===== src/rtl/fetch_pc_ifid_stage.sv =====
// fetch_pc_ifid_stage
//   Program counter plus IF/ID pipeline register. Fetches from an external
//   combinational instruction memory at imem_addr (== pc) and latches the word
//   into IF/ID. The next PC comes from the jr mux (next_pc_in). The hazard unit
//   stalls via pc_write=0. The branch/jump/jr decision flushes via redirect.
//
// Ports:
//   clk, reset          rising-edge clock, synchronous active-high reset
//   next_pc_in[31:0]    selected next PC, word-aligned on load
//   redirect            taken branch/jump/jr; inserts one IF/ID bubble
//   pc_write            0 = stall (PC and IF/ID hold, redirect ignored)
//   imem_rdata[31:0]    instruction at imem_addr, same cycle
//   imem_addr[31:0]     fetch address (pc register only)
//   pc, pc_plus_4       current PC and PC+4 (mod 2^32)
//   ifid_instr, ifid_pc_plus_4, ifid_valid   IF/ID register contents
//   fetch_state[1:0]    0 BOOT, 1 RUN, 2 STALL, 3 FLUSH
//   misalign_err        sticky, set when a misaligned next_pc_in is loaded
//   stall_count, flush_count   saturating event counters
module fetch_pc_ifid_stage #(
    parameter logic [31:0] RESET_PC = 32'h0000_0000,
    parameter int unsigned CNT_W    = 16
) (
    input  logic             clk,
    input  logic             reset,
    input  logic [31:0]      next_pc_in,
    input  logic             redirect,
    input  logic             pc_write,
    input  logic [31:0]      imem_rdata,
    output logic [31:0]      imem_addr,
    output logic [31:0]      pc,
    output logic [31:0]      pc_plus_4,
    output logic [31:0]      ifid_instr,
    output logic [31:0]      ifid_pc_plus_4,
    output logic             ifid_valid,
    output logic [1:0]       fetch_state,
    output logic             misalign_err,
    output logic [CNT_W-1:0] stall_count,
    output logic [CNT_W-1:0] flush_count
);

    typedef enum logic [1:0] {
        BOOT  = 2'd0,
        RUN   = 2'd1,
        STALL = 2'd2,
        FLUSH = 2'd3
    } fetch_state_t;

    localparam logic [CNT_W-1:0] CNT_ONE = CNT_W'(1);

    fetch_state_t     state_q, state_d;
    logic [31:0]      pc_q;
    logic [31:0]      instr_q, pp4_q;
    logic             valid_q;
    logic             mis_q;
    logic [CNT_W-1:0] stall_q, flush_q;

    // State register
    always_ff @(posedge clk) begin
        if (reset) state_q <= BOOT;
        else       state_q <= state_d;
    end

    // Next state: purely a function of this cycle's control inputs
    always_comb begin
        state_d = RUN;
        if (!pc_write)     state_d = STALL;
        else if (redirect) state_d = FLUSH;
    end

    // Output decode
    always_comb begin
        fetch_state = state_q;
    end

    // PC, IF/ID and status datapath
    always_ff @(posedge clk) begin
        if (reset) begin
            pc_q    <= RESET_PC;
            instr_q <= '0;
            pp4_q   <= '0;
            valid_q <= 1'b0;
            mis_q   <= 1'b0;
            stall_q <= '0;
            flush_q <= '0;
        end else if (!pc_write) begin
            // Redirect is deliberately dropped here; the hazard unit re-presents it.
            if (stall_q != '1) stall_q <= stall_q + CNT_ONE;
        end else begin
            pc_q <= {next_pc_in[31:2], 2'b00};
            if (next_pc_in[1:0] != 2'b00) mis_q <= 1'b1;
            if (redirect) begin
                instr_q <= '0;
                pp4_q   <= '0;
                valid_q <= 1'b0;
                if (flush_q != '1) flush_q <= flush_q + CNT_ONE;
            end else begin
                instr_q <= imem_rdata;
                pp4_q   <= pc_q + 32'd4;
                valid_q <= 1'b1;
            end
        end
    end

    assign pc             = pc_q;
    assign imem_addr      = pc_q;
    assign pc_plus_4      = pc_q + 32'd4;
    assign ifid_instr     = instr_q;
    assign ifid_pc_plus_4 = pp4_q;
    assign ifid_valid     = valid_q;
    assign misalign_err   = mis_q;
    assign stall_count    = stall_q;
    assign flush_count    = flush_q;

endmodule


===== config.mk =====
export PLATFORM = sky130hd
export DESIGN_NAME = fetch_pc_ifid_stage
export DESIGN_NICKNAME = d
export VERILOG_FILES = /design/src/rtl/fetch_pc_ifid_stage.sv
export SDC_FILE = /design/constraint.sdc
export NUM_CORES = 1
export LEC_CHECK = 0
export ABC_AREA = 0
export BUFFER_PORTS_ARGS = -buffer_cell sky130_fd_sc_hd__buf_2
export CELL_PAD_IN_SITES_DETAIL_PLACEMENT = 0
export CELL_PAD_IN_SITES_GLOBAL_PLACEMENT = 1
export CORE_AREA = 8 8 140 142
export CTS_CLUSTER_DIAMETER = 80
export DETAILED_ROUTE_END_ITERATION = 7
export DIE_AREA = 0 0 148 150
export GPL_ROUTABILITY_DRIVEN = 0
export PLACE_DENSITY_LB_ADDON = 0.1
export SETUP_SLACK_MARGIN = 0.4
export SLEW_MARGIN = 10
export SYNTH_ARGS = -nofsm -noshare
export SYNTH_HDL_FRONTEND = slang
export SYNTH_SLANG_ARGS = --single-unit

===== constraint.sdc =====
create_clock -name clk -period 6.8 [get_ports clk]
set_clock_uncertainty 0.1 [all_clocks]
set_input_delay 1.36 -clock clk [delete_from_list [all_inputs] [get_ports clk]]
set_output_delay 1.36 -clock clk [all_outputs]
set_load 0.02 [all_outputs]

; ---- Yosys cells after proc, flatten, opt, wreduce, memory -nomap -nowiden
; Index checks and enable logic that the tools add are counted.
; W data, S select, Z words.
[classes]
add_sub_neg = 3
n_eq_ne = 2
mux = 5
n_bitwise = 1
reduce_logical = 5
[ops]
columns = cell, n
row1 = $mux W32, 2
row2 = $add A16 B1 Y16 const B, 2
row3 = $add A32 B3 Y32 const B, 1
row4 = $ne A16 B16 Y1 const B, 2
row5 = $mux W2, 2
row6 = $reduce_and A2 Y1, 2
row7 = $reduce_and A3 Y1, 1
row8 = $reduce_bool A2 Y1, 1
row9 = $reduce_or A2 Y1, 1
row10 = $mux W1, 1
row11 = $not A1 Y1, 1
[word_totals]
reg_bits = 130
in_bits = 68
out_inout_bits = 196

; ---- Logic depth before layout (Yosys ltp)
; Gate-level depths: netlist of run 1.
[depth]
word_depth = 2
depth_mapped = 6

; ---- Worst setup path before layout of run 1
; Ideal clock, no wire load.
[synth_timing]
kind = reg-to-output
from = reg pc_q[2], in the netlist imem_addr[2]
to = out pc_plus_4[20]
t_arrival_ns = 2.116
slack_ns = 3.224
stages_incl_launch_ff = 7
path_buffers = 1
path_cell_list = dfxtp_1 > ha_1 > nand3_1 > nor4_1 > clkbuf_1 > and3_1 > xor2_1
[synth_between]
elab_chain_len = 1
[synth_lines]
columns = item, line_no
row1 = "start, declared", 51  ; logic [31:0] pc_q;
row2 = "start signal, assigned", 89  ; pc_q <= {next_pc_in[31:2], 2'b00};
row3 = $add A32 B3 Y32, 106  ; assign pc_plus_4 = pc_q + 32'd4;
row4 = "end, declared", 31  ; output logic [31:0] pc_plus_4,
; No other way between the ends.

; ---- Worst setup path after layout of run 1
[layout_timing]
from = reg pc_q[2], in the netlist imem_addr[2]
to = out pc_plus_4[22]
; Same word-level chain as after synthesis.

==> results of run 1 <==
layout by cell type, fill, tap and decap left out, types with 10 or more instances in the layout:
master,n
mux2i_1,33
mux2_2,14
nor3_1,19
a221o_1,11
inv_1,10
and4_1,10
a21oi_1,60
nor2b_1,49
nand3_1,17
nand4_1,16
dfxtp_1,128
and3_1,17
nand2_1,38
buf_2,253
clkbuf_16,17
xor2_1,16
nor2_1,109
power by group:
part	internal, mW	total (mW)	switching (mW)
combinational	0.0813	0.228	0.146
clock	0.554	0.916	0.363
sequential	0.776	0.810	0.0342
stage by stage:
step	util [%]	instance area (um^2)	hold WS, ns	power [mW]
finish	46.1	8080	0.352	1.95
CTS	46.1	8080	0.360	1.98
detailed placement	42.7	7490	0.349	1.06
global placement	42.7	7490	0.333	1.05
global route	46.1	8080	0.389	2.04
floorplan	-	6350	0.422	0.979
routing by layer:
metal  GRT usage, %  wire length, um
met1           20.1             8550
met2           30.4             9980
met3           5.59             1510
met4           7.60              452
met5              0                0
final timing paths:
check,end,startpoint,slack (ns)
min,misalign_err,misalign_err,0.35
min reg2reg,misalign_err,misalign_err,0.35
max,pc_plus_4[22],imem_addr[2],2.71
max reg2reg,flush_count[14],flush_count[0],4.43
state kept, by name, indices dropped and copies added, names as in the netlist:
register,cells
ifid_pc_plus_4,30
flush_count,16
stall_count,16
fetch_state,2
imem_addr,30
misalign_err,1
ifid_valid,1
ifid_instr,32
worst max-delay path: cells and delay by family, from the launching register on:
family | cells | cell delay (ns)
AND/OR/NAND/NOR | 3 | 0.83
flip-flops | 1 | 0.52
buffers and inverters | 2 | 0.43
adder cells (fa/ha/maj) | 1 | 0.24
XOR/XNOR | 1 | 0.18
layout make-up:
type                       instances  area [um^2]
fill                            1779         9450
multi-input combinational        530         3270
sequential                       128         2560
timing repair buffer             261         1330
clock buffer                      18          439
tap                              229          287
clock inverter                    14          158
inverter                          10         37.5
kinds of logic after synthesis:
logic type / synth area share (%)
xor+xnor: 3.46
simple gates: 26.4
flops: 40.5
other cells: 0.0593
buf+inv: 8.23
fa+ha+maj: 0.594
mux: 7.72
compound gates: 13.0
==> reports/qor.yml, run 1 <==
status: "finished, final reports clean"
drt_first_pass_iters: 5
tns_ns: 0
fin_cells: 1190
root_buffer: "clkbuf_16"
fmax_ghz: 0.245
overflow: 0
synth_area_leaders: "dfxtp_1, nor2_1, mux2i_1"
seq_area_frac_synth_pct: 40.5
relSlewSlack_pct: 25.7
fin_crit_ns: 4.09
clock_latency_ns: 0.42
max_cap_violations: 0
avgRoutedWirePerCell_um: 17.2
coreArea_um2: 17500
ys_top_cells_by_count: "dfxtp_1, nor2_1, a21oi_1"
dieHeight_um: 150
cp.required_ns: 5.34
io_buffers: 255
slew_viol_final: 0
antenna_found_initial: 0
synth-main-ff-cell: "dfxtp_1"
clkTransAtPathRegs_ns: 0.06
timing.final.hold_violations: 0
p_per_area_nw_per_um2: 242
synth_area_um2: 6320
synth_most_common_cell: "dfxtp_1"
dr.first_iter.drc_count: 249
yosys_register_bits: 128
grt_pass1_wl_um: 31900
ant_nets: 0
period_share_pct: 60.1
grtUsageTotal_pct: 17.8
ys_warn_count: 0
peakVddDrop_mv: 0.167
area_delta_synth_final_pct: 27.8
synth_async_sr_flop_share_pct: 0
min_path_cells: 2
h-tree-depth: 4
crit_fanout: 11
fp.dieArea_um2: 22200
start_kind: "register"
synth_largest_area_cell: "dfxtp_1"
vias: 6081
setup_viol: 0
die_w_um: 148
max_stage_delay_ns: 0.52
cts_setup_buffers: 0
power_leakage_nw: 3.89
post_cts_resized: 0
grt_max_degree: 87
syn_avg_cell_area_um2: 8.45
drc: 0
numCtsBuffers: 17
fin_nets: 1019
initial_core_util_pct: 36.1
rsz0062_at_grt: "false"
path_class: "register to output pin"
synth_edf_count: 0
crit_chain: "ha_1 -> nand3_1 -> nor4_1 -> buf_4 -> and4_1 -> xor2_1 -> buf_2"
wirelength_um: 20500
syn_inst: 748
yosysTopAreaCellShare_pct: 40.5
finalWorstSetupSlack_ns: 2.71
drive_above_1_share_pct: 33.2
clock_sinks: 128
place_hpwl_um: 14900
rows: 49
cts_hold_buf: 0
io_pins: 264
diodes: 0
end_kind: "output pin"
cts_buffer_depth: 2
post-place-ws_ns: 2.89
ys_types: 56
reg2reg_depth: 5
worstPathArrival_ns: 2.63
dp.cells: 1158
drt-vias-per-instance: 5.11
cts_tree: "built"
crit_slowest_cell: "dfxtp_1"
grt_pass1_vias: 6061
hp-class: "register to register"
tightest_slew_ns: 1.11
No activity file was read; power rests on OpenSTA's default activity.
==> run 2, diff against run 1 <==
--- a/config.mk
+++ b/config.mk
@@ -9,10 +9,10 @@
 export BUFFER_PORTS_ARGS = -buffer_cell sky130_fd_sc_hd__buf_2
 export CELL_PAD_IN_SITES_DETAIL_PLACEMENT = 0
 export CELL_PAD_IN_SITES_GLOBAL_PLACEMENT = 1
-export CORE_AREA = 8 8 140 142
+export CORE_AREA = 8 8 146 148
 export CTS_CLUSTER_DIAMETER = 80
 export DETAILED_ROUTE_END_ITERATION = 7
-export DIE_AREA = 0 0 148 150
+export DIE_AREA = 0 0 154 156
 export GPL_ROUTABILITY_DRIVEN = 0
 export PLACE_DENSITY_LB_ADDON = 0.1
 export SETUP_SLACK_MARGIN = 0.4
==> constraint.sdc (replaced) <==
create_clock -name clk -period 3.95 [get_ports clk]
set_clock_uncertainty 0.1 [all_clocks]
set_input_delay 0.79 -clock clk [delete_from_list [all_inputs] [get_ports clk]]
set_output_delay 0.79 -clock clk [all_outputs]
set_load 0.02 [all_outputs]
==> reports/qor.yml, run 2 (synthesis gave the netlist of run 1 again) <==
final_cell_mix: "buf_2, dfxtp_1, nor2_1, a21oi_1, nor2b_1"  # unchanged
crit_chain: "nand4_2 -> or4_1 -> nor3_1 -> xor2_1 -> buf_2"  # was ha_1 -> nand3_1 -> nor4_1 -> buf_4 -> and4_1 -> xor2_1 -> buf_2
grtUsageTotal_pct: 17.2  # was 17.8%
coreArea_um2: 19100  # was 17500 um^2
root_buffer: "clkbuf_16"  # unchanged
place_area_um2: 7540  # was 7490 um^2
crit_fanout: 7  # was 11
drt-vias-per-instance: 4.97  # was 5.11
power_frac_comb_pct: 11.6  # was 11.7%
finalWorstSetupSlack_ns: 0.587  # was 2.71 ns
power_leakage_nw: 3.94  # was 3.89 nW
antenna_found_initial: 1  # was 0
tns_ns: 0  # unchanged
drt_first_pass_iters: 6  # was 5
p_per_area_nw_per_um2: 422  # was 242 nW/um^2
clkTransAtPathRegs_ns: 0.06  # about the same
wirelength_um: 21200  # was 20500 um
overflow: 0  # unchanged
cts_hold_buf: 0  # unchanged
worst-path-buf-inv: 1  # was 2
fmax_ghz: 0.297
grt_pass1_vias: 5936  # was 6061
grt_pass1_wl_um: 33300  # was 31900 um
cp.depth: 5  # was 7
die_w_um: 154  # was 148 um
reg2reg_depth: 5  # unchanged
cts_buffer_depth: 2  # unchanged
rows: 51  # was 49
cts_tree: "built"  # unchanged
dieHeight_um: 156  # was 150 um
cp.required_ns: 3.06  # was 5.34 ns
numCtsBuffers: 17  # unchanged
diodes: 0  # unchanged
critPathLaunch: "imem_addr[10]"  # was imem_addr[2]
ant_nets: 0  # unchanged
cts_setup_buffers: 0  # unchanged
switching_power_mw: 0.948  # was 0.543 mW
period_share_pct: 85.1
relSlewSlack_pct: 29.9  # was 25.7%
p_clk_share_pct: 48.0  # was 46.9%
dr.first_iter.drc_count: 324  # was 249
area_delta_synth_final_pct: 29.2  # was 27.8%
dp.cells: 1172  # was 1158
vias: 5985  # was 6081
largest_register_ffs: 32  # unchanged
post-place-ws_ns: 0.961  # was 2.89 ns
fin_nets: 1024  # was 1019
h-tree-depth: 4  # unchanged
fp.dieArea_um2: 24000  # was 22200 um^2
worstPathArrival_ns: 2.47  # was 2.63 ns
intPower_mw: 2.50  # was 1.41 mW
tightest_slew_ns: 1.05  # was 1.11 ns
grt_max_degree: 51  # was 87
clock_latency_ns: 0.42  # about the same
drc: 0  # unchanged
final_common_cell: "buf_2"  # unchanged
hp-class: "register to register"  # unchanged
max_stage_delay_ns: 0.67  # was 0.52 ns
setup_viol: 0  # unchanged
fillers: 1970  # was 1779
io_pins: 264  # unchanged
end_kind: "output pin"  # unchanged
fin_crit_ns: 3.36
crit_slowest_cell: "or4_1"  # was dfxtp_1
max_cap_violations: 0  # unchanged
r2r-end: "flush_count[0]"  # was flush_count[14]
peakVddDrop_mv: 0.294  # was 0.167 mV
avgRoutedWirePerCell_um: 17.6  # was 17.2 um
rsz0062_at_grt: "false"  # unchanged
design_power_total_mw: 3.45  # was 1.95 mW
path_class: "register to output pin"  # unchanged
crit_path_end: "pc_plus_4[29]"  # was pc_plus_4[22]
drive_above_1_share_pct: 34.0  # was 33.2%
start_kind: "register"  # unchanged
p_seq_share_pct: 40.4  # was 41.5%
status: "finished, final reports clean"  # unchanged
post-route-util_pct: 42.8  # was 46.1%
initial_core_util_pct: 33.1  # was 36.1%
hold_ws_ns: 0.348  # was 0.352 ns
path_delay_family: "simple AND/OR/NAND/NOR gates"  # unchanged
place_hpwl_um: 15400  # was 14900 um
rrSetupSlack_ns: 1.56  # was 4.43 ns
post_cts_resized: 0  # unchanged
clock_sinks: 128  # unchanged
slew_viol_final: 0  # unchanged
timing.final.hold_violations: 0  # unchanged
fin_cells: 1204  # was 1190
timing.rr.start: "flush_count[0]"  # unchanged
fin_area_um2: 8170  # was 8080 um^2
p_sw_share_pct: 27.5  # was 27.8%
io_buffers: 255  # unchanged
## run 2: changes by cell type in the layout (fill, tap and decap cells not counted), sizes merged
cell      previous run  this run
buf                261       266
clkinvlp             6         3
clkinv               3         5
bufinv               2         3
## run 2: power groups by stage
stage	logic [mW]	registers, mW	clock network [mW]
global placement	0.411	1.42	0
global route	0.436	1.40	1.75
CTS	0.409	1.39	1.70
finish	0.401	1.39	1.65
detailed placement	0.408	1.42	0
floorplan	0.229	1.46	0
## run 2: final cells by class
class	instances	area [um^2]	area share (%)
Multi-Input combinational cell	530	3290	40.2
Clock buffer	18	439	5.37
Clock inverter	14	181	2.22
Inverter	10	37.5	0.459
Tap cell	238	298	3.64
Sequential cell	128	2560	31.4
Timing Repair Buffer	266	1360	16.7
## run 2: worst min-delay path by stage
stage                        end    startpoint  depth (start not counted)  slack (ns)
CTS                 misalign_err  misalign_err                          2        0.35
global route        misalign_err  misalign_err                          2        0.39
global placement    misalign_err  misalign_err                          2        0.34
finish              misalign_err  misalign_err                          2        0.35
detailed placement  misalign_err  misalign_err                          2        0.34
floorplan           misalign_err  misalign_err                          2        0.42
## run 2: tightest hold or removal path, delay by kind of cell, from the launching register on
kind | cells | cell delay, ns
compound gates | 1 | 0.05
buf+inv | 1 | 0.04
flops | 1 | 0.31
## run 2: routing by layer
layer / track usage [%] / wire, um / up-vias
li1: - / - / 3009
met1: 20.4 / 9150 / 2774
met2: 28.7 / 10200 / 184
met3: 6.18 / 1630 / 16
met4: 5.18 / 233 / 2
met5: 0 / 8 / -
